<file path="src/rtl/il2_inst_refill_responder.sv">
// L2-side responder for IL1 misses: lookup, optional inclusive back-invalidate,
// then a critical-word-first refill stream under a held update strobe.
module il2_inst_refill_responder #(
   parameter int PC_LENGTH   = 32,
   parameter int INST_LENGTH = 32,
   parameter int LINE_WORDS  = 16,
   parameter int IDX_W       = 6,
   parameter int BYTE_OFFSET = 2
) (
   input  logic                          clk_l2,
   input  logic                          rst_n,
   input  logic                          req_trigger,
   input  logic [PC_LENGTH-1:0]          req_pc,
   output logic                          lookup_req,
   output logic [PC_LENGTH-1:0]          lookup_addr,
   input  logic                          lookup_done,
   input  logic                          lookup_evict,
   input  logic [IDX_W-1:0]              victim_index,
   output logic                          inst_replace_sync,
   output logic [IDX_W-1:0]              inclusive_index,
   input  logic                          inst_replace_solve,
   input  logic                          inst_replace_il1_ack_trigger,
   input  logic                          word_valid,
   input  logic [INST_LENGTH-1:0]        word_data,
   output logic                          word_ready,
   output logic                          update,
   output logic [INST_LENGTH-1:0]        update_inst,
   output logic [$clog2(LINE_WORDS)-1:0] update_word_idx,
   output logic                          busy,
   output logic                          req_overflow,
   output logic [7:0]                    backinv_clear_cnt
);

   localparam int WW = $clog2(LINE_WORDS);
   localparam int LO = BYTE_OFFSET + WW;

   typedef enum logic [2:0] {
      IDLE,
      LOOKUP,
      BACKINV,
      WAIT_DROP,
      REFILL,
      GAP
   } state_t;

   state_t                 state_q;
   logic [WW-1:0]          start_q;
   logic [WW-1:0]          beat_q;
   logic                   last_q;
   logic                   lookup_req_q;
   logic [PC_LENGTH-1:0]   lookup_addr_q;
   logic                   sync_q;
   logic [IDX_W-1:0]       victim_q;
   logic                   ready_q;
   logic                   update_q;
   logic [INST_LENGTH-1:0] inst_q;
   logic [WW-1:0]          idx_q;
   logic                   ovf_q;
   logic [7:0]             clr_cnt_q;

   logic [WW-1:0]          idx_d;
   logic [7:0]             clr_cnt_d;
   logic [PC_LENGTH-1:0]   line_addr_d;
   logic                   unused_pc_bits;

   assign unused_pc_bits = ^req_pc[LO-1:0];

   always_comb begin
      idx_d       = start_q + beat_q;
      clr_cnt_d   = clr_cnt_q;
      line_addr_d = {req_pc[PC_LENGTH-1:LO], {LO{1'b0}}};
      if (inst_replace_il1_ack_trigger && clr_cnt_q != 8'hFF)
         clr_cnt_d = clr_cnt_q + 8'd1;
   end

   always_ff @(posedge clk_l2 or negedge rst_n) begin
      if (!rst_n) begin
         state_q       <= IDLE;
         start_q       <= '0;
         beat_q        <= '0;
         last_q        <= 1'b0;
         lookup_req_q  <= 1'b0;
         lookup_addr_q <= '0;
         sync_q        <= 1'b0;
         victim_q      <= '0;
         ready_q       <= 1'b0;
         update_q      <= 1'b0;
         inst_q        <= '0;
         idx_q         <= '0;
         ovf_q         <= 1'b0;
         clr_cnt_q     <= '0;
      end else begin
         clr_cnt_q <= clr_cnt_d;
         if (req_trigger && state_q != IDLE)
            ovf_q <= 1'b1;
         unique case (state_q)
            IDLE: begin
               if (req_trigger) begin
                  start_q       <= req_pc[BYTE_OFFSET +: WW];
                  lookup_addr_q <= line_addr_d;
                  lookup_req_q  <= 1'b1;
                  state_q       <= LOOKUP;
               end
            end
            LOOKUP: begin
               if (lookup_done) begin
                  lookup_req_q <= 1'b0;
                  beat_q       <= '0;
                  last_q       <= 1'b0;
                  if (lookup_evict) begin
                     victim_q <= victim_index;
                     sync_q   <= 1'b1;
                     state_q  <= BACKINV;
                  end else begin
                     update_q <= 1'b1;
                     ready_q  <= 1'b1;
                     state_q  <= REFILL;
                  end
               end
            end
            BACKINV: begin
               if (inst_replace_solve) begin
                  sync_q  <= 1'b0;
                  state_q <= WAIT_DROP;
               end
            end
            WAIT_DROP: begin
               update_q <= 1'b1;
               ready_q  <= 1'b1;
               state_q  <= REFILL;
            end
            REFILL: begin
               // last_q marks the cycle presenting the final word
               if (last_q) begin
                  last_q   <= 1'b0;
                  update_q <= 1'b0;
                  state_q  <= GAP;
               end else if (word_valid && ready_q) begin
                  inst_q <= word_data;
                  idx_q  <= idx_d;
                  beat_q <= beat_q + 1'b1;
                  if (beat_q == WW'(LINE_WORDS - 1)) begin
                     ready_q <= 1'b0;
                     last_q  <= 1'b1;
                  end
               end
            end
            GAP: begin
               state_q <= IDLE;
            end
            default: begin
               state_q <= IDLE;
            end
         endcase
      end
   end

   assign lookup_req        = lookup_req_q;
   assign lookup_addr       = lookup_addr_q;
   assign inst_replace_sync = sync_q;
   assign inclusive_index   = victim_q;
   assign word_ready        = ready_q;
   assign update            = update_q;
   assign update_inst       = inst_q;
   assign update_word_idx   = idx_q;
   assign busy              = (state_q != IDLE);
   assign req_overflow      = ovf_q;
   assign backinv_clear_cnt = clr_cnt_q;

endmodule
</file>
<file path="config.mk">
export PLATFORM = sky130hd
export DESIGN_NAME = il2_inst_refill_responder
export DESIGN_NICKNAME = d
export VERILOG_FILES = /design/src/rtl/il2_inst_refill_responder.sv
export SDC_FILE = /design/constraint.sdc
export NUM_CORES = 1
export LEC_CHECK = 0
export BUFFER_PORTS_ARGS = -buffer_cell sky130_fd_sc_hd__buf_4
export CELL_PAD_IN_SITES_DETAIL_PLACEMENT = 1
export CELL_PAD_IN_SITES_GLOBAL_PLACEMENT = 1
export CORE_MARGIN = 2
export CORE_UTILIZATION = 37
export CTS_CLUSTER_DIAMETER = 150
export DETAILED_ROUTE_END_ITERATION = 7
export GPL_TIMING_DRIVEN = 1
export MAX_ROUTING_LAYER = met4
export PLACE_DENSITY_LB_ADDON = 0.1
export RECOVER_POWER = 100
export SLEW_MARGIN = 15
export SYNTH_ARGS = -nofsm -noshare
export SYNTH_HDL_FRONTEND = slang
export SYNTH_SLANG_ARGS = --single-unit
export TNS_END_PERCENT = 5
</file>
<file path="constraint.sdc">
create_clock -name clk_l2 -period 2.2 [get_ports clk_l2]
set_clock_uncertainty 0.05 [all_clocks]
set_input_delay 0.22 -clock clk_l2 [delete_from_list [all_inputs] [get_ports clk_l2]]
set_output_delay 0.22 -clock clk_l2 [all_outputs]
set_load 0.02 [all_outputs]
</file>
==> results by group <==
Run status
  • Status: finished clean

Critical path
  • Critical path arrival: 2220 ps
  • Critical path's largest stage delay: 450 ps
  • Critical path data required time: 2370 ps
  • Setup crit end kind: flip-flop
  • Cells along the critical path: clkbuf_1 -> or3_1 -> nor2_1 -> buf_12 -> mux2_2
  • CP max FO: 31
  • Crit Path Category: flip-flop to flip-flop
  • Startpoint types: flip-flop
  • Critical-path top delay cell: dfrtp_1

CTS
  • H-tree depth: 3
  • Postcts setup bufs: 0
  • Clk buf depth: 2
  • Clock root cell: clkbuf_8
  • Clock Sinks: 93
  • Clock-pin slew on the worst setup and hold paths: 90 ps
  • CTS tree: yes
  • CTS buffer count: 9
  • Clk_lat worst skew: 340 ps

Detailed routing
  • Final ANT Viol Nets: 0
  • Starting DRC count in detailed routing: 62
  • Detailed-route DRC error count: 0
  • Vias/cell: 4.67
  • Final wirelength: 8.64 mm
  • Post-detailed-route wirelength per cell: 15.0 um
  • Drt pass-1 iters: 3
  • Vias: 2689

Logic synthesis
  • Async SR Flop Fraction: 1.00
  • Mapped cell area: 3830 um2
  • Synth warn: 0
  • Register bit total from synthesis: 93
  • Post-Syn Instances: 271
  • Most used DFF post-synth: dfrtp_1
  • Count of cell types in the netlist: 35
  • Mapped Avg Cell Area: 14.1 um2
  • Post-synth EDFFs: 0
  • Register area share after synthesis: 0.607

Power and ir drop
  • PwrDens: 1420 nW/um2
  • Worst IR Drop VDD: 0.484 mV
  • Overall power: 7.14 mW
  • Sw Pwr: 2.86 mW
  • Sw frac: 0.401
  • Sequential group share of total power: 0.413
  • Combinational Power Share: 0.432
  • Leak: 2.24 nW
  • Clock Power Share: 0.155
  • Internal power: 4.28 mW

Die
  • Die width: 106 um
  • Die area: 11200 um2
  • Chip height: 106 um
  • IO Count: 166
  • Core Area: 10200 um2
  • Row Count: 37
  • Initial Utilization: 0.376

STA
  • Fin crit share: 0.930
  • Least-Margin Pin Slew: 786 ps
  • Slew margin rel.: 0.476
  • Endpoints failing hold: 0
  • Setup ws final: 155 ps
  • Setup tns final: 0 ps
  • Period minus WS final: 2050 ps
  • Fmax: 0.489 GHz
  • Fin. max-slew vios: 0
  • Setup violators final: 0
  • Unrepaired setup endpoints after global routing: false

GRT
  • Number of global-route vias before repair: 2977
  • Overflow after GRT: 0
  • Initial antenna violation count: 0
  • First-pass GRT wire length: 14.5 mm
  • Largest net degree at the start of global routing: 40
  • GRT Total Usage: 0.167

Finish
  • Fin nets: 521
  • Layout cells sized above 1: 0.373
  • # diodes: 0
  • Final instance area: 5030 um2
  • Most common cell after layout, fill and taps aside: dfrtp_1
  • Layout Cells excl Fill: 576
  • FILL cells: 1126
  • Area growth syn-to-layout: 31.3%
  • Most frequent cells in the layout: dfrtp_1 (93), clkbuf_1 (83), buf_4 (75), mux2_2 (67), nor2_1 (14)

Placed design
  • DP Cell Count: 561
  • DP Area: 5180 um2
  • Final GP Congestion: 0.734
  • DPL Wire Length: 6.51 mm
  • Pre-CTS setup slack: 233 ps
  • Port bufs: 157

Run
  • Max-cap viol count: 0

Hold path
  • Hold Crit Class: primary input to flip-flop
sequential cells by signal, summed over array words and instances, names as in the netlist:
signal / cells
backinv_clear_cnt: 8
beat_q: 4
inclusive_index: 6
inst_replace_sync: 1
last_q: 1
lookup_addr: 26
lookup_req: 1
req_overflow: 1
start_q: 4
state_q: 3
update: 1
update_inst: 32
update_word_idx: 4
word_ready: 1
routing by layer:
layer	up-vias	track usage	routed length (um)	part of all wire
met3	6	0.0439	503	0.058
met5	-	-	0	0
met1	1337	0.198	3610	0.42
li1	1257	-	-	-
met4	0	0.0423	71	0.0082
met2	89	0.285	4460	0.52
logic make-up (layout without fill, tap and decap cells):
group                    Yosys count  in the layout  share of synthesized area
AND/OR/NAND/NOR                   50             50                     0.0692
multiplexers                      74             74                      0.217
other                              1              6                   0.000979
adder cells (fa/ha/maj)            6              6                     0.0216
XOR/XNOR                           9              9                     0.0206
flip-flops                        93             93                      0.607
AO/OA/AOI/OAI                     19             19                     0.0291
buffers and inverters             19            183                     0.0346
worst paths after layout:
path / start / slack [ps] / depth (start not counted) / end
max: state_q[0]$_DFFE_PN0P_ / 150 / 5 / lookup_addr[28]$_DFFE_PN0P_
min: req_pc[26] / 40 / 2 / lookup_addr[26]$_DFFE_PN0P_
max reg2reg: state_q[0]$_DFFE_PN0P_ / 150 / 5 / lookup_addr[28]$_DFFE_PN0P_
min reg2reg: req_overflow$_DFFE_PN0P_ / 420 / 1 / req_overflow$_DFFE_PN0P_
max in group asynchronous: rst_n / 530 / 3 / update_word_idx[0]$_DFFE_PN0P_
min in group asynchronous: rst_n / 450 / 2 / update_inst[29]$_DFFE_PN0P_
power groups by stage:
stage / Sequential [mW] / Clock [mW] / Combinational, mW
after floorplan: 3.83 / 0 / 1.29
after global placement: 2.97 / 0 / 3.69
after detailed placement: 3.02 / 0 / 3.77
after CTS: 2.99 / 1.16 / 3.78
after global routing: 3.10 / 1.22 / 3.34
final: 2.95 / 1.10 / 3.08
cell type report:
type,count,area [um2],share of cell area
clock buffer,10,138,0.0274
clock inverter,4,50.0,0.00995
inverter,4,15.0,0.00298
multi-input combinational,164,1380,0.275
sequential,93,2330,0.463
tap,136,170,0.0338
timing repair buffer,165,950,0.189
Yosys cell counts, types with 2 or more instances:
| cell type | n | area (um2) |
|---|---|---|
| nand2b_1 | 3 | 18.8 |
| buf_2 | 4 | 20.0 |
| nand4_1 | 2 | 12.5 |
| o21ai_0 | 2 | 10.0 |
| a21o_1 | 2 | 15.0 |
| or3_1 | 2 | 12.5 |
| buf_4 | 7 | 52.6 |
| nand3_1 | 7 | 35.0 |
| buf_6 | 4 | 45.0 |
| xor2_1 | 2 | 17.5 |
| mux2i_1 | 3 | 30.0 |
| nor2_1 | 13 | 48.8 |
| mux2_1 | 4 | 45.0 |
| nor2b_1 | 3 | 18.8 |
| xnor2_1 | 7 | 61.3 |
| ha_1 | 5 | 62.6 |
| nand2_1 | 12 | 45.0 |
| a21oi_1 | 11 | 55.1 |
| mux2_2 | 67 | 754 |
| dfrtp_1 | 93 | 2330 |
| inv_1 | 4 | 15.0 |
repair_timing:
action / in CTS / in global routing
setup endpoints to repair: 0 / 0
hold buffers: 1 / 0
gates resized for setup: 0 / 0
endpoints found under the hold margin: 30 / 0
metrics by stage:
step                       util  hold slack, ps
after floorplan               -            -126
after global placement    0.509             143
after detailed placement  0.509             146
after CTS                 0.528            19.4
after global routing      0.494            17.0
final                     0.494            37.5
critical path, delay by kind of cell (launching register included):
| kind | cells | cell delay (ps) |
|---|---|---|
| mux | 1 | 370 |
| buf+inv | 2 | 410 |
| simple gates | 2 | 630 |
| flops | 1 | 450 |
Power figures use the tool's default switching activity.
